<file path="src/rtl/booth_mult_seq.sv">
// Sequential radix-2 Booth multiplier, one Booth step per clock behind a start/done handshake.
// Operands are extended to WIDTH+1 bits so signed and unsigned modes share one Booth datapath.
module booth_mult_seq #(
   parameter int WIDTH = 8
) (
   input  logic                 clk,
   input  logic                 rst,
   input  logic                 start,
   input  logic                 signed_mode,
   input  logic [WIDTH-1:0]     multiplicand,
   input  logic [WIDTH-1:0]     multiplier,
   output logic                 busy,
   output logic                 done,
   output logic [2*WIDTH-1:0]   product
);

   localparam int W1 = WIDTH + 1;
   localparam int CW = $clog2(W1 + 1);

   typedef enum logic [1:0] {
      IDLE,
      RUN,
      DONE
   } state_t;

   state_t        state;
   logic [W1-1:0] a_reg;
   logic [W1-1:0] q_reg;
   logic [W1-1:0] m_reg;
   logic          q_m1;
   logic [CW-1:0] cnt;

   logic [W1-1:0] m_ext;
   logic [W1-1:0] q_ext;
   logic [W1-1:0] sum;
   logic [W1-1:0] a_nxt;
   logic [W1-1:0] q_nxt;

   always_comb begin
      m_ext = {signed_mode & multiplicand[WIDTH-1], multiplicand};
      q_ext = {signed_mode & multiplier[WIDTH-1], multiplier};

      sum = a_reg;
      case ({q_reg[0], q_m1})
         2'b10:   sum = a_reg - m_reg;
         2'b01:   sum = a_reg + m_reg;
         default: sum = a_reg;
      endcase

      // arithmetic right shift of {A,Q,q_m1}; q_m1 takes the old Q[0] in the always_ff
      a_nxt = {sum[W1-1], sum[W1-1:1]};
      q_nxt = {sum[0], q_reg[W1-1:1]};
   end

   always_ff @(posedge clk) begin
      if (rst) begin
         state   <= IDLE;
         busy    <= 1'b0;
         done    <= 1'b0;
         product <= '0;
         a_reg   <= '0;
         q_reg   <= '0;
         m_reg   <= '0;
         q_m1    <= 1'b0;
         cnt     <= '0;
      end else begin
         done <= 1'b0;
         case (state)
            IDLE, DONE: begin
               if (start) begin
                  m_reg <= m_ext;
                  q_reg <= q_ext;
                  a_reg <= '0;
                  q_m1  <= 1'b0;
                  cnt   <= '0;
                  busy  <= 1'b1;
                  state <= RUN;
               end else begin
                  state <= IDLE;
               end
            end
            RUN: begin
               a_reg <= a_nxt;
               q_reg <= q_nxt;
               q_m1  <= q_reg[0];
               cnt   <= cnt + CW'(1);
               if (cnt == CW'(W1 - 1)) begin
                  // low 2*WIDTH bits of the shifted {A,Q}
                  product <= {a_nxt[WIDTH-2:0], q_nxt};
                  busy    <= 1'b0;
                  done    <= 1'b1;
                  state   <= DONE;
               end
            end
            default: state <= IDLE;
         endcase
      end
   end

endmodule

</file>
<file path="config.mk">
export PLATFORM = sky130hd
export DESIGN_NAME = booth_mult_seq
export DESIGN_NICKNAME = d
export VERILOG_FILES = /design/src/rtl/booth_mult_seq.sv
export SDC_FILE = /design/constraint.sdc
export NUM_CORES = 1
export LEC_CHECK = 0
export BUFFER_PORTS_ARGS = -buffer_cell sky130_fd_sc_hd__buf_2
export CORE_MARGIN = 8
export CORE_UTILIZATION = 55
export DETAILED_ROUTE_END_ITERATION = 16
export PLACE_DENSITY = 0.78
export SYNTH_ARGS = -nofsm -noshare
export SYNTH_HDL_FRONTEND = slang
export SYNTH_SLANG_ARGS = --single-unit
</file>
<file path="constraint.sdc">
create_clock -name clk -period 5.6 [get_ports clk]
set_input_delay 0.84 -clock clk [delete_from_list [all_inputs] [get_ports clk]]
set_output_delay 0.84 -clock clk [all_outputs]
set_load 0.01 [all_outputs]
</file>
# Word-level counts from Yosys, hierarchy flattened

Cells that the tools add are included.

Register bits after elaboration: 52
Input bits: 20
Output and inout bits: 18

$add $sub $neg: 3
Equal/unequal tests: 7
Mux-type cells: 16
Bitwise gates (word level): 3
Reductions and logical operators: 8

Operator list:

| cell                                                | number |
|---|---|
| case mux 9 bit (2 select lines)                     | 3 |
| two-way mux 9 bit                                   | 2 |
| adder 9 bit                                         | 1 |
| subtractor 9 bit                                    | 1 |
| case mux 4 bit (2 select lines)                     | 1 |
| AND reduction 2 bit                                 | 3 |
| two-way mux 1 bit                                   | 5 |
| adder 4 x 1 -> 4 bit, second input constant         | 1 |
| equality test 2 x 1 -> 1 bit, second input constant | 2 |
| equality test 2 bit, second input constant          | 2 |
| equality test 4 bit, second input constant          | 1 |
| two-way mux 4 bit                                   | 1 |
| inequality test 2 bit, second input constant        | 2 |
| case mux 1 bit (2 select lines)                     | 2 |
| case mux 2 bit (2 select lines)                     | 1 |
| OR reduction 2 bit                                  | 2 |
| AND reduction 3 bit                                 | 1 |
| bitwise AND 1 bit                                   | 2 |
| logical NOT 2 bit                                   | 1 |
| two-way mux 2 bit                                   | 1 |
| nonzero test 2 bit                                  | 1 |
| NOT 1 bit                                           | 1 |

# Depth between registers and ports, before layout

Word-level depth: 4
Depth in mapped cells: 11
Gate-level depth less buffers: 10

# Least setup slack after synthesis

No wires, ideal clock.

Path kind: register to register
Start: register q_reg[0]
End: register product[14]
Arrival: 2.371 ns
Data required time: 5.514 ns
Slack: 3.143 ns
Stages on the path, launching flop included: 11
Path buffers: 1
Clock period less this slack: 2.457 ns
Cell sequence: dfxtp_1 > inv_1 > ha_1 > clkbuf_1 > mux2_2 > fa_1 > a211oi_1 > o21ai_0 > xor2_1 > mux2i_1 > a211oi_1

Longest elaborated chain between the ends: 2

RTL lines:

| element                                                             | RTL line | text |
|---|---|---|
| start, declared                                                     | 28       | `logic [W1-1:0] q_reg;` |
| start signal, assigned                                              | 72       | `q_reg <= q_ext;` |
| start signal, assigned                                              | 84       | `q_reg <= q_nxt;` |
| equality test 2 x 1 -> 1 bit or equality test 2 bit (tied branches) | 44       | `case ({q_reg[0], q_m1})` |
| case mux 9 bit (2 select lines) (*)                                 | 44       |  |
| end signal, assigned                                                | 89       | `product <= {a_nxt[WIDTH-2:0], q_nxt};` |
| end, declared                                                       | 14       | `output logic [2*WIDTH-1:0] product` |

Every way passes the cells marked *; elsewhere a longest branch is shown, timed or not.
A chain may end at the register's enable or synchronous reset.

# Final worst setup path

Start: register m_reg[2]
End: register a_reg[6]

Longest elaborated chain between the ends: 3

RTL lines:

| element                                         | RTL line | text |
|---|---|---|
| start, declared                                 | 29       | `logic [W1-1:0] m_reg;` |
| start signal, assigned                          | 71       | `m_reg <= m_ext;` |
| adder 9 bit or subtractor 9 bit (tied branches) | 46, 45   |  |
| case mux 9 bit (2 select lines) (*)             | 44       |  |
| case mux 9 bit (2 select lines) (*)             | 68       | `case (state)` |
| end signal, assigned                            | 83       | `a_reg <= a_nxt;` |
| end, declared                                   | 27       | `logic [W1-1:0] a_reg;` |

Marks and branches as above.

==> impl_results.md <==
* Status: complete, no violations
* Fin. Hold Viols at 0
* RSZ-0062 raised after global routing: no
* Synth Area per Inst at between 8 and 9 sq um
* Post CTS Setup Buffer Count at 0
* Core area at 0.004354 sq mm
* Final period utilization at 0.4867
* # diodes at 0
* Worst Reg-to-Reg Cells at 10
* Crit-path most repeated cell: nor2_1
* Final setup fails at 0
* CTS max path bufs at 2
* GRT overflow at 0
* CTS tree: built
* Worst-margin pin slew at 874.0 ps
* Crit. End Element: flip-flop
* Worst-Skew Late Latency at 310 ps
* Cts bufs inserted at 5
* Clock network fraction of total power at 0.338
* R2r setup slk at 2870 ps
* Max Slew Vio Count at 0
* Die area at 0.006919 sq mm
* Post-Synth Simple-Gate Area at 0.1900
* Layout Nets at 368
* Achievable Freq at approximately 370 MHz
* I/O pin cnt at 38
* Crit Path Category: flip-flop to flip-flop
* Synth-to-Final Area Change at 13.41%
* First-pass GRT wire length at slightly above 10000 microns
* Data arrival time of the worst path at 2930 ps
* Hold_buf cts at 0
* Combinational fraction of design power at 0.177
* Minimum clock period at 2725 ps
* Post-CTS sizing at 0
* Overall Global Routing Usage at 0.1715
* Mapped cell area at 0.002482 sq mm
* P_leak at 1.178 nW
* Crit path largest cell delay at 400 ps
* DR WL/cell at 15.31 microns
* YS warnings at 0
* Sw frac at 0.2768
* Most frequent cells in the layout: nand2_1, dfxtp_1, a21oi_1
* Xor and xnor area share after synthesis at 0.04587
* Syn Nets at 338
* Final ANT Viol Nets at 0
* Crit path capture: a_reg[6]
* Area leader, netlist: dfxtp_1
* Clock skew at around 7.6 ps
* Drt pass-1 iters at 5
* Final setup TNS at 0 ps
* Part of the Yosys area used for sequential elements at 0.4113
* Top-area cell type share of the netlist area at 0.4113
* Die W at 83.18 microns
* DRT iter0 DRCs at between 100 and 150
* Critical Path Fanout Max at 5
* Final hold slack at 455.0 ps
* Max FFs per register at 16
* Post-synthesis mux area share at 0.02167
* Largest family of logic cells by synthesized area: compound AO/OA/AOI/OAI gates
* Int Power at 0.5789 mW
* Most common cell after layout, fill and taps aside: nand2_1
* Switch Pwr at 0.2216 mW
* Worst reg2reg startpoint: m_reg[2]
* Synth Area in Adders at 0.06855
* Flop pwr share at 0.484
* Final wirelength at roughly 5900 microns
* Slowest cell on the critical path: nor4b_1
* Hold crit path type: flip-flop to flip-flop
* Reg clk slew, reported paths at 90 ps
* Fraction of layout cells with a size suffix above 1 at 0.1667
* Maxcap violations at 0
* Slew headroom at 0.4173
* Drt drc at 0
* Vias at 2206
* Gate count after technology mapping at 305
* DR vias/cell at 5.686
* Synth Register Bits at 51
* Row count at 24
* Worst IR Drop VDD at 0.1991 mV
* Netlist cell types at 41
* CP Launch Type: flip-flop
* Vias in the first global route at ~2200
* Number of port buffers at 37
* Post-detail-place hpwl at 4221 microns
* Initial Utilization at 0.5701
* Number of H-tree levels at 2
* Critical Path Start: m_reg[2]
* Compound-cell area share of the yosys netlist at 0.2228
* Critical-path cell list: nor2_1, nor4b_1, a21oi_1, xor2_1, ha_1, a2111oi_0, o21ai_0, nor2_1, a221oi_1, a32o_1
* Final RePlAce weighted congestion at 0.8448
* Worst R2R End: a_reg[6]
* Die Height at approximately 83 microns
* Largest net degree at the start of global routing at 51
* Initial antenna violation count at 0
* CTS Root Cell: clkbuf_8
* CTS Sinks at just over 50
* Pwr dens at approximately 280 mW/mm^2
* Worst Path Required at 5810 ps
* Top post-synthesis cells by area: dfxtp_1, a21oi_1, nand2_1
==> worst min-delay path by stage <==
| stage | start | to | cells after the start |
|---|---|---|---|
| after floorplan | m_reg[8] | m_reg[8] | 2 |
| after global placement | product[5] | product[5] | 2 |
| after detailed placement | product[2] | product[2] | 2 |
| after CTS | product[2] | product[2] | 2 |
| after global routing | product[4] | product[4] | 2 |
| final | product[3] | product[3] | 2 |
==> per-stage QoR <==
| step | setup slack [ps] | utilization | cell area (sq um) | power, mW | cells |
|---|---|---|---|---|---|
| 2_1_floorplan | 3143 | - | 2482 | 0.5012 | 305 |
| 3_3_place_gp | 3067 | 0.6187 | 2694 | 0.5361 | 380 |
| 3_5_place_dp | 3011 | 0.6187 | 2694 | 0.5361 | 380 |
| 4_1_cts | 2922 | 0.6466 | 2815 | 0.8056 | 388 |
| 5_1_grt | 2636 | 0.6466 | 2815 | 0.8423 | 388 |
| 6_report | 2875 | 0.6466 | 2815 | 0.8004 | 388 |
==> power by group through the flow <==
| stage | registers [mW] | logic [mW] | clock network, mW |
|---|---|---|---|
| after floorplan | 0.393 | 0.108 | 0 |
| after global placement | 0.395 | 0.141 | 0 |
| after detailed placement | 0.396 | 0.140 | 0 |
| after CTS | 0.388 | 0.142 | 0.276 |
| after global routing | 0.390 | 0.160 | 0.293 |
| final | 0.388 | 0.142 | 0.271 |
==> final cells by class <==
type	instances	area (sq um)
Clock buffer	6	82.58
Clock inverter	2	38.79
Fill cell	373	1539
Inverter	8	30.03
Multi-Input combinational cell	228	1363
Sequential cell	51	1021
Tap cell	52	65.06
Timing Repair Buffer	41	215.2
==> cell families (layout without fill, tap and decap cells) <==
| group | after synthesis | in the layout |
|---|---|---|
| AOI/OAI and AO/OA | 86 | 86 |
| xor gates and xnor gates | 13 | 13 |
| adders and majority gates | 13 | 13 |
| buffers and inverters | 26 | 57 |
| DFF | 51 | 51 |
| muxes | 5 | 5 |
| and+or+nand+nor | 111 | 111 |
==> critical path: cells and delay by family, from the launching register on <==
| kind | cells | cell delay [ps] |
|---|---|---|
| fa+ha+maj | 1 | 340 |
| simple gates | 3 | 780 |
| xor+xnor | 1 | 170 |
| flops | 1 | 350 |
| compound gates | 5 | 1000 |
==> Yosys cell counts (all sizes together) <==
master and n:
fa 1, a211oi 3, or4b 1, nor2 35
or2 1, a32o 1, a41oi 1, mux2i 2
xnor2 4, nand3b 1, nand2b 4, a311oi 4
nor4b 1, a2111oi 1, and3 1, a32oi 2
clkbuf 15, a21o 2, a21oi 42, nor3 3
o21ai 5, xor2 9, nor2b 2, dfxtp 51
o211ai 5, mux2 3, ha 12, a22o 1
o21bai 1, a22oi 12, buf 3, a31oi 2
nand2 53, a221oi 1, o21a 3, nand4 2
nand3 7, inv 8
==> per-layer routing <==
| layer | track usage | routed length [microns] | up-vias |
|---|---|---|---|
| li1 | - | - | 1132 |
| met1 | 0.2051 | 2705 | 1021 |
| met2 | 0.2850 | 2835 | 48 |
| met3 | 0.04688 | 337 | 5 |
| met4 | 0.06070 | 62 | 0 |
| met5 | 0 | 0 | - |
Power figures use the tool's default switching activity.
